$ cat src/rtl/multicycle_ctrl.sv
// rtl/multicycle_ctrl.sv - multi-cycle fetch/decode/execute/writeback sequencer
//
// Purpose: drives a 16-bit register/ALU datapath one instruction at a time.
// Each instruction is fetched over a req/ack handshake and latched into IR.
// It is then decoded into register selects, ALU op and write enable.
// The block also tracks the PC, counts retired ALU instructions, and flags
// illegal opcodes and fetch timeouts.
//
// Ports:
//   i_clk          system clock, rising edge
//   i_rst          asynchronous active-low reset
//   i_run          start pulse, only looked at in IDLE
//   i_imem_ack     instruction memory ack, i_ins_in valid while high
//   i_ins_in[15:0] instruction word from memory
//   o_pc[7:0]      current PC / instruction memory address
//   o_imem_req     fetch request
//   o_read_reg1    IR[8:6]
//   o_read_reg2    IR[5:3]
//   o_write_reg    IR[2:0]
//   o_alu_op[2:0]  ALU operation of the current instruction
//   o_wr_en        register-file write enable (WB cycle only)
//   o_busy         high in FETCH/DECODE/EXEC/WB
//   o_halted       high in HALT
//   o_err_illegal  sticky illegal-opcode flag
//   o_err_timeout  sticky fetch-timeout flag
//   o_retired      saturating count of retired ALU instructions

module multicycle_ctrl #(
   parameter logic [7:0]  START_PC      = 8'h00,
   parameter int unsigned FETCH_TIMEOUT = 16
) (
   input  logic        i_clk,
   input  logic        i_rst,
   input  logic        i_run,
   input  logic        i_imem_ack,
   input  logic [15:0] i_ins_in,
   output logic [7:0]  o_pc,
   output logic        o_imem_req,
   output logic [2:0]  o_read_reg1,
   output logic [2:0]  o_read_reg2,
   output logic [2:0]  o_write_reg,
   output logic [2:0]  o_alu_op,
   output logic        o_wr_en,
   output logic        o_busy,
   output logic        o_halted,
   output logic        o_err_illegal,
   output logic        o_err_timeout,
   output logic [15:0] o_retired
);

   typedef enum logic [2:0] {
      S_IDLE   = 3'd0,
      S_FETCH  = 3'd1,
      S_DECODE = 3'd2,
      S_EXEC   = 3'd3,
      S_WB     = 3'd4,
      S_HALT   = 3'd5
   } state_t;

   localparam logic [6:0] OP_NOP  = 7'h00;
   localparam logic [6:0] OP_HALT = 7'h7F;
   // Last count value before the timeout fires; the counter holds the number
   // of FETCH cycles already spent without an ack.
   localparam logic [7:0] TO_LAST = 8'(FETCH_TIMEOUT - 1);

   state_t      r_state;
   logic [15:0] r_ir;
   logic [7:0]  r_pc;
   logic [7:0]  r_to_cnt;
   logic [2:0]  r_alu_op;
   logic        r_wr_en;
   logic        r_imem_req;
   logic        r_busy;
   logic        r_halted;
   logic        r_err_illegal;
   logic        r_err_timeout;
   logic [15:0] r_retired;

   logic [6:0]  w_opcode;
   logic        w_is_alu;
   logic [2:0]  w_alu_dec;

   assign w_opcode = r_ir[15:9];

   always_comb begin
      w_is_alu  = 1'b1;
      w_alu_dec = 3'd0;
      case (w_opcode)
         7'h01:   w_alu_dec = 3'd0;
         7'h02:   w_alu_dec = 3'd1;
         7'h03:   w_alu_dec = 3'd2;
         7'h04:   w_alu_dec = 3'd3;
         7'h05:   w_alu_dec = 3'd4;
         default: w_is_alu  = 1'b0;
      endcase
   end

   always_ff @(posedge i_clk or negedge i_rst) begin
      if (!i_rst) begin
         r_state       <= S_IDLE;
         r_ir          <= 16'h0000;
         r_pc          <= START_PC;
         r_to_cnt      <= 8'd0;
         r_alu_op      <= 3'd0;
         r_wr_en       <= 1'b0;
         r_imem_req    <= 1'b0;
         r_busy        <= 1'b0;
         r_halted      <= 1'b0;
         r_err_illegal <= 1'b0;
         r_err_timeout <= 1'b0;
         r_retired     <= 16'h0000;
      end else begin
         case (r_state)
            S_IDLE: begin
               if (i_run) begin
                  r_state    <= S_FETCH;
                  r_imem_req <= 1'b1;
                  r_busy     <= 1'b1;
               end
            end

            S_FETCH: begin
               // An ack always beats a timeout landing in the same cycle.
               if (i_imem_ack) begin
                  r_ir       <= i_ins_in;
                  r_to_cnt   <= 8'd0;
                  r_imem_req <= 1'b0;
                  r_state    <= S_DECODE;
               end else if (r_to_cnt == TO_LAST) begin
                  r_to_cnt      <= 8'd0;
                  r_err_timeout <= 1'b1;
                  r_imem_req    <= 1'b0;
                  r_busy        <= 1'b0;
                  r_halted      <= 1'b1;
                  r_state       <= S_HALT;
               end else begin
                  r_to_cnt <= r_to_cnt + 8'd1;
               end
            end

            S_DECODE: begin
               if (w_is_alu) begin
                  r_alu_op <= w_alu_dec;
                  r_state  <= S_EXEC;
               end else if (w_opcode == OP_HALT) begin
                  r_busy   <= 1'b0;
                  r_halted <= 1'b1;
                  r_state  <= S_HALT;
               end else begin
                  // NOP and illegal opcodes both just step the PC.
                  if (w_opcode != OP_NOP) begin
                     r_err_illegal <= 1'b1;
                  end
                  r_pc       <= r_pc + 8'd1;
                  r_imem_req <= 1'b1;
                  r_state    <= S_FETCH;
               end
            end

            S_EXEC: begin
               // Registered wr_en: setting it here makes it high for WB only.
               r_wr_en <= 1'b1;
               r_state <= S_WB;
            end

            S_WB: begin
               r_wr_en    <= 1'b0;
               r_pc       <= r_pc + 8'd1;
               if (r_retired != 16'hFFFF) begin
                  r_retired <= r_retired + 16'd1;
               end
               r_imem_req <= 1'b1;
               r_state    <= S_FETCH;
            end

            S_HALT: begin
               r_imem_req <= 1'b0;
               r_wr_en    <= 1'b0;
            end

            default: begin
               r_state    <= S_IDLE;
               r_imem_req <= 1'b0;
               r_wr_en    <= 1'b0;
               r_busy     <= 1'b0;
            end
         endcase
      end
   end

   assign o_pc          = r_pc;
   assign o_imem_req    = r_imem_req;
   assign o_read_reg1   = r_ir[8:6];
   assign o_read_reg2   = r_ir[5:3];
   assign o_write_reg   = r_ir[2:0];
   assign o_alu_op      = r_alu_op;
   assign o_wr_en       = r_wr_en;
   assign o_busy        = r_busy;
   assign o_halted      = r_halted;
   assign o_err_illegal = r_err_illegal;
   assign o_err_timeout = r_err_timeout;
   assign o_retired     = r_retired;

endmodule

$ cat config.mk
export PLATFORM = sky130hd
export DESIGN_NAME = multicycle_ctrl
export DESIGN_NICKNAME = d
export VERILOG_FILES = /design/src/rtl/multicycle_ctrl.sv
export SDC_FILE = /design/constraint.sdc
export NUM_CORES = 1
export LEC_CHECK = 0
export BUFFER_PORTS_ARGS = -buffer_cell sky130_fd_sc_hd__buf_4
export CAP_MARGIN = 20
export CORE_MARGIN = 4
export CORE_UTILIZATION = 45
export CTS_BUF_LIST = sky130_fd_sc_hd__clkbuf_4
export DETAILED_ROUTE_END_ITERATION = 10
export GPL_TIMING_DRIVEN = 0
export PLACE_DENSITY = 0.79
export REMOVE_ABC_BUFFERS = 1
export SETUP_SLACK_MARGIN = 0.3
export SYNTH_ARGS = -nofsm -noshare
export SYNTH_HDL_FRONTEND = slang
export SYNTH_SLANG_ARGS = --single-unit
$ cat constraint.sdc
create_clock -name i_clk -period 2 [get_ports i_clk]
set_clock_uncertainty 0.2 [all_clocks]
set_input_delay 0.2 -clock i_clk [delete_from_list [all_inputs] [get_ports i_clk]]
set_output_delay 0.2 -clock i_clk [all_outputs]
set_load 0.05 [all_outputs]
==> flow_summary.yaml, run 1 <==
floorplanning:
  fp.dieW_um: 87.3
  core_mm2: 0.00603
  start_util_pct: 47.0
  rows: 28
  die_area_mm2: 0.00763
  die_y_um: 87.3
  ios: 62
cts:
  cts_made_buffers: 9
  cts.sinks: 60
  root_buffer: "clkbuf_4"
  clock_latency_ns: 0.40
  clk_pin_slew_ns: 0.10
  clockBufferDepth: 2
  cts_tree: "done"
  htreeDepth: 3
critical_path:
  cp_slowest_cell: "dfrtp_2"
  crit_start: "r_state[1]"
  ff2ff_path_depth: 5
  cpPeakStageDelay_ns: 0.45
  r2r_start: "r_state[1]"
  worstSetupStartpointType: "flip-flop"
  required_ns: 2.09
  crit_end: "r_ir[4]"
  rrSetupSlack_ns: 0.002
  timing.rr.end: "r_ir[4]"
  path_class: "reg -> reg"
  crit_path_end_kind: "flip-flop"
  crit_chain: "or3b_4 -> buf_6 -> nor2_4 -> buf_12 -> mux2_2"
  arrival_ns: 2.09
  worstPathMaxFanout: 9
timing:
  tightest_slew_ns: 0.757
  finalSetupTns_ns: 0
  max_slew_margin_pct: 49.5
  fmax_ghz: 0.500
  drv_slew: 0
  rsz0062_at_grt: "true"
  setup_viol: 0
  hold_viol: 0
  holdWs_ns: 0.199
  fin_crit_ns: 2.00
  min_period_over_period_pct: 99.9
  fin_ws_ns: 0.00199
synth:
  synthTopCellsByArea: "dfrtp_1, mux2_2, xnor2_1, nand2_1, buf_4"
  postSynthAreaPerCell_um2: 10.9
  synth_largest_area_cell: "dfrtp_1"
  yosys_warnings: 0
  netlist_area_mm2: 0.00283
  async_flop_share_pct: 100
  ys_seq_elements: 60
  yosys.area.top_type_share_pct: 53.0
  synth_cell_types: 44
  synth_edf_count: 0
  synth-main-ff-cell: "dfrtp_1"
  synthCells: 259
  yosysSeqAreaShare_pct: 53.0
status:
  outcome: "complete, no violations"
detailed_routing:
  post_drt_wl_per_cell_um: 17.3
  via_per_inst: 5.53
  wirelength_um: 7900
  dr_total_vias: 2535
  ant_nets: 0
  dr.pass1.iters: 4
  drt-initial-drc-count: 97
  drc: 0
cells_and_area:
  instances_no_fill: 458
  utilization_pct: 70.6
  area_growth_pct: 50.3
  nets: 402
  final_design_area_no_fill_mm2: 0.00426
  layout_commonest_cell: "buf_4"
  final_cell_mix: "buf_4, dfrtp_1, dlygate4sd3_1"
  antennaDiodeCount: 0
  drive_gt1_share_pct: 50.9
place:
  gp_congestion: 0.747
  numPortBuffers: 61
  placed_cells: 378
  placedInstanceArea_mm2: 0.00327
  pre_cts_slack_ns: -0.470
  post-dp-hpwl_um: 4040
power:
  ir_drop_mv: 0.916
  pwr-share-clk_pct: 11.9
  power_density_mw_per_mm2: 1400
  p_int_mw: 3.30
  fin_total_pwr_mw: 5.95
  seqPwrFrac_pct: 34.1
  comb_power_share_pct: 54.0
  p_leak_nw: 1.97
  switching_share_pct: 44.5
  p_switching_mw: 2.64
grt:
  grt_antenna_before_repair: 0
  grt_start_max_net_pins: 61
  grt_pass1_wl_um: 11100
  grt_util_all_layers_pct: 18.9
  grt_pass1_vias: 2330
  overflow: 0
min_path:
  hold_class: "in -> async"
flow_run:
  cap_viol_max_count: 0
-- cells in the mapped netlist (all sizes together) (2+ instances only) --
cell     n
nor4     4
xnor2   16
o31ai    2
inv      7
o21ai   14
a31oi    3
nor3     3
buf     14
a211o    2
nand3   10
o221ai   2
nor2    12
nand4   12
o22ai    3
clkbuf   3
nor2b    2
nand2   23
ha       3
xor2     2
nor3b    2
a21o     2
dfrtp   60
mux2i    3
and3    10
a21oi    9
o21a     2
mux2    19
o211ai   2
-- registers in the layout (all words and copies together) (netlist names), 3 cells and up --
| name | cells |
|---|---|
| r_state | 3 |
| r_ir | 16 |
| r_to_cnt | 8 |
| o_alu_op | 3 |
| o_retired | 16 |
| o_pc | 8 |
-- worst max-delay path, delay by kind of cell, from the launching register on --
family / cells / cell delay, ns
buffers and inverters: 2 / 0.30
AND/OR/NAND/NOR: 2 / 0.59
multiplexers: 1 / 0.35
flip-flops: 1 / 0.45
-- routing by layer --
layer | GRT usage [%] | routed length (um) | vias up | part of all wire (%)
li1 | - | - | 1176 | -
met1 | 22.4 | 3120 | 1267 | 39
met2 | 32.3 | 4170 | 77 | 53
met3 | 4.82 | 438 | 15 | 5.5
met4 | 8.23 | 174 | 0 | 2.2
met5 | 0 | 0 | - | 0
-- worst min path at each step --
stage          slack [ns]          end   from  depth (start not counted)
4_1_cts              0.22  r_to_cnt[7]  i_rst                          2
3_5_place_dp         0.12  r_to_cnt[7]  i_rst                          1
2_1_floorplan       -0.30  o_alu_op[0]  i_rst                          0
6_report             0.20  r_to_cnt[6]  i_rst                          2
5_1_grt              0.25      o_wr_en  i_rst                          2
3_3_place_gp         0.12  r_to_cnt[7]  i_rst                          1
-- logic make-up after synthesis --
| kind of cell | synth area share [%] |
|---|---|
| compound gates | 11.0 |
| xor+xnor | 5.57 |
| fa+ha+maj | 1.33 |
| buf+inv | 5.12 |
| flops | 53.0 |
| mux | 8.61 |
| simple gates | 15.4 |
-- power by group through the flow --
stage                     clock [mW]  combinational (mW)  sequential, mW
final                          0.706                3.21            2.03
after global routing           0.783                3.41            2.07
after CTS                      0.706                2.70            1.97
after detailed placement           0                2.21            2.03
after global placement             0                2.15            1.99
after floorplan                    0               0.826            2.72
-- repair_timing --
item	in CTS	in global routing
hold endpoints to repair	82	0
hold buffers	20	0
gates resized for setup	25	62
pin swaps	5	25
cloned	1	1
buffers inserted	20	23
endpoints found under the setup margin	58	57
-- area by class of cell --
cell class	count	area [um^2]
fillers	414	1770
flip-flops and latches	60	1510
multi-input cells	176	1480
repair buffers	125	1040
well taps	75	93.8
clock buffers	11	82.6
inverters	7	26.3
clock inverters	4	17.5
Note: power is estimated with default switching activity, not from simulation.
==> run 2, diff against run 1 <==
PLACE_DENSITY = 0.77   (was 0.79)
==> run 2 against run 1 <==
Effect of this change: cell count shrank 2.0%; hold slack gained 0.0060 ns; core utilization shrank 0.27 points; global-route usage shrank 0.30 points; wire length shrank 1.6%; count of clock-buffer cells in the layout shrank 2; maximum frequency grew 1.7%; sequential power is essentially flat; total power grew 2.5%; combinational power shrank 4%; flip-flop and latch count is the same; critical path depth grew 2; critical path type unchanged; critical endpoint is now o_retired[14]; largest cell class unchanged; largest power group unchanged.
==> flow_summary.yaml, run 2 (synthesis gave the netlist of run 1 again) <==
power:
  seqPwrFrac_pct: 33.8
  switching_share_pct: 43.2
  p_int_mw: 3.46
  pwr-share-clk_pct: 15.4
  ir_drop_mv: 1.08
  p_switching_mw: 2.63
  power_density_mw_per_mm2: 1440
  p_leak_nw: 1.99
  comb_power_share_pct: 50.7
critical_path:
  crit_path_end_kind: "flip-flop"
  arrival_ns: 2.08
  path_class: "reg -> reg"
  rrSetupSlack_ns: 0.04
  r2r_start: "r_state[1]"
  worstSetupStartpointType: "flip-flop"
  required_ns: 2.11
  worstPathMaxFanout: 6
  crit_start: "r_state[1]"
timing:
  fmax_ghz: 0.509
  max_slew_margin_pct: 49.9
  setup_viol: 0
  fin_crit_ns: 1.96
  drv_slew: 0
  finalSetupTns_ns: 0
  hold_viol: 0
  rsz0062_at_grt: "true"
  min_period_over_period_pct: 98.2
  tightest_slew_ns: 0.751
cells_and_area:
  nets: 392
  final_cell_mix: "buf_4, dfrtp_1, dlygate4sd3_1"
  final_design_area_no_fill_mm2: 0.00424
  antennaDiodeCount: 0
  layout_commonest_cell: "buf_4"
  area_growth_pct: 49.7
  drive_gt1_share_pct: 46.8
flow_run:
  cap_viol_max_count: 0
place:
  gp_congestion: 0.804
  numPortBuffers: 61
  placedInstanceArea_mm2: 0.00327
  post-dp-hpwl_um: 4170
detailed_routing:
  drt-initial-drc-count: 161
  drc: 0
  dr_total_vias: 2496
  ant_nets: 0
  post_drt_wl_per_cell_um: 17.3
  dr.pass1.iters: 4
  wirelength_um: 7780
  via_per_inst: 5.56
cts:
  clock_latency_ns: 0.40
  cts_tree: "done"
  htreeDepth: 3
  root_buffer: "clkbuf_4"
  cts_made_buffers: 9
  clk_pin_slew_ns: 0.11
  clockBufferDepth: 2
  cts.sinks: 60
floorplanning:
  start_util_pct: 47.0
  die_y_um: 87.3
  fp.dieW_um: 87.3
  die_area_mm2: 0.00763
  ios: 62
  rows: 28
  core_mm2: 0.00603
grt:
  grt_antenna_before_repair: 0
  overflow: 0
  grt_pass1_vias: 2474
  grt_pass1_wl_um: 11200
  grt_start_max_net_pins: 61
  grt_util_all_layers_pct: 18.6
min_path:
  hold_class: "in -> async"
status:
  outcome: "complete, no violations"
run 2: cell count changes in the layout (fill, tap and decap cells not counted), moves of 2 or more:
cell       change
buf_4          -8
clkbuf_4       -2
nor2_2         -2
nand2_2        -4
bufinv_16      +2
nand2_1        +2
o21ai_1        +3
mux2_2         -8
mux2_4         +8
nand2_4        +2
o21ai_2        -2
run 2: worst paths after layout:
path | end | cells after the start
min | r_ir[4] | 2
min in group i_clk | o_err_timeout | 1
min reg2reg | o_err_timeout | 1
max in group asynchronous | r_state[1] | 2
max | o_retired[14] | 7
max reg2reg | o_retired[14] | 7
run 2: worst max-delay path: stages (launching register included):
cell and delay [ns]:
dfrtp_2 0.46, buf_6 0.14, nor3b_4 0.30, buf_4 0.17, nand4_1 0.15, nor2_2 0.19
a31oi_1 0.11, a41oi_2 0.16
run 2: metal layers:
layer | global-route usage (%) | vias up | wire length (um)
met5 | 0 | - | 0
met4 | 7.25 | 0 | 142
met3 | 4.73 | 15 | 450
met2 | 30.9 | 76 | 3920
met1 | 23.2 | 1252 | 3260
li1 | - | 1153 | -
run 2: area by class of cell:
| cell class | count | area [um^2] |
|---|---|---|
| fillers | 415 | 1790 |
| clock inverters | 7 | 81.3 |
| repair buffers | 116 | 983 |
| flip-flops and latches | 60 | 1510 |
| clock buffers | 9 | 67.6 |
| multi-input cells | 175 | 1480 |
| well taps | 75 | 93.8 |
| inverters | 7 | 26.3 |
run 2: power groups by stage:
stage	combinational, mW	clock [mW]	sequential [mW]
floorplan	0.826	0	2.72
global placement	2.15	0	2.00
detailed placement	2.20	0	2.03
CTS	2.70	0.939	1.99
global route	3.26	1.02	2.12
finish	3.09	0.939	2.06
run 2: per-stage QoR:
step | util, % | std cells | power [mW] | setup slack (ns) | hold slack (ns)
floorplan | - | 242 | 3.55 | -0.217 | -0.296
global placement | 54.2 | 378 | 4.15 | -0.444 | 0.120
detailed placement | 54.2 | 378 | 4.23 | -0.477 | 0.117
CTS | 65.1 | 435 | 5.63 | 0.0601 | 0.217
global route | 70.4 | 449 | 6.41 | -0.0294 | 0.241
finish | 70.4 | 449 | 6.09 | 0.0350 | 0.205
run 2: timing repair:
action	in CTS	in global routing
setup endpoints to repair	58	55
hold buffers	19	0
cloned	0	1
endpoints found under the hold margin	81	0
gates resized for setup	32	54
buffers inserted	22	13
pin swaps	8	26
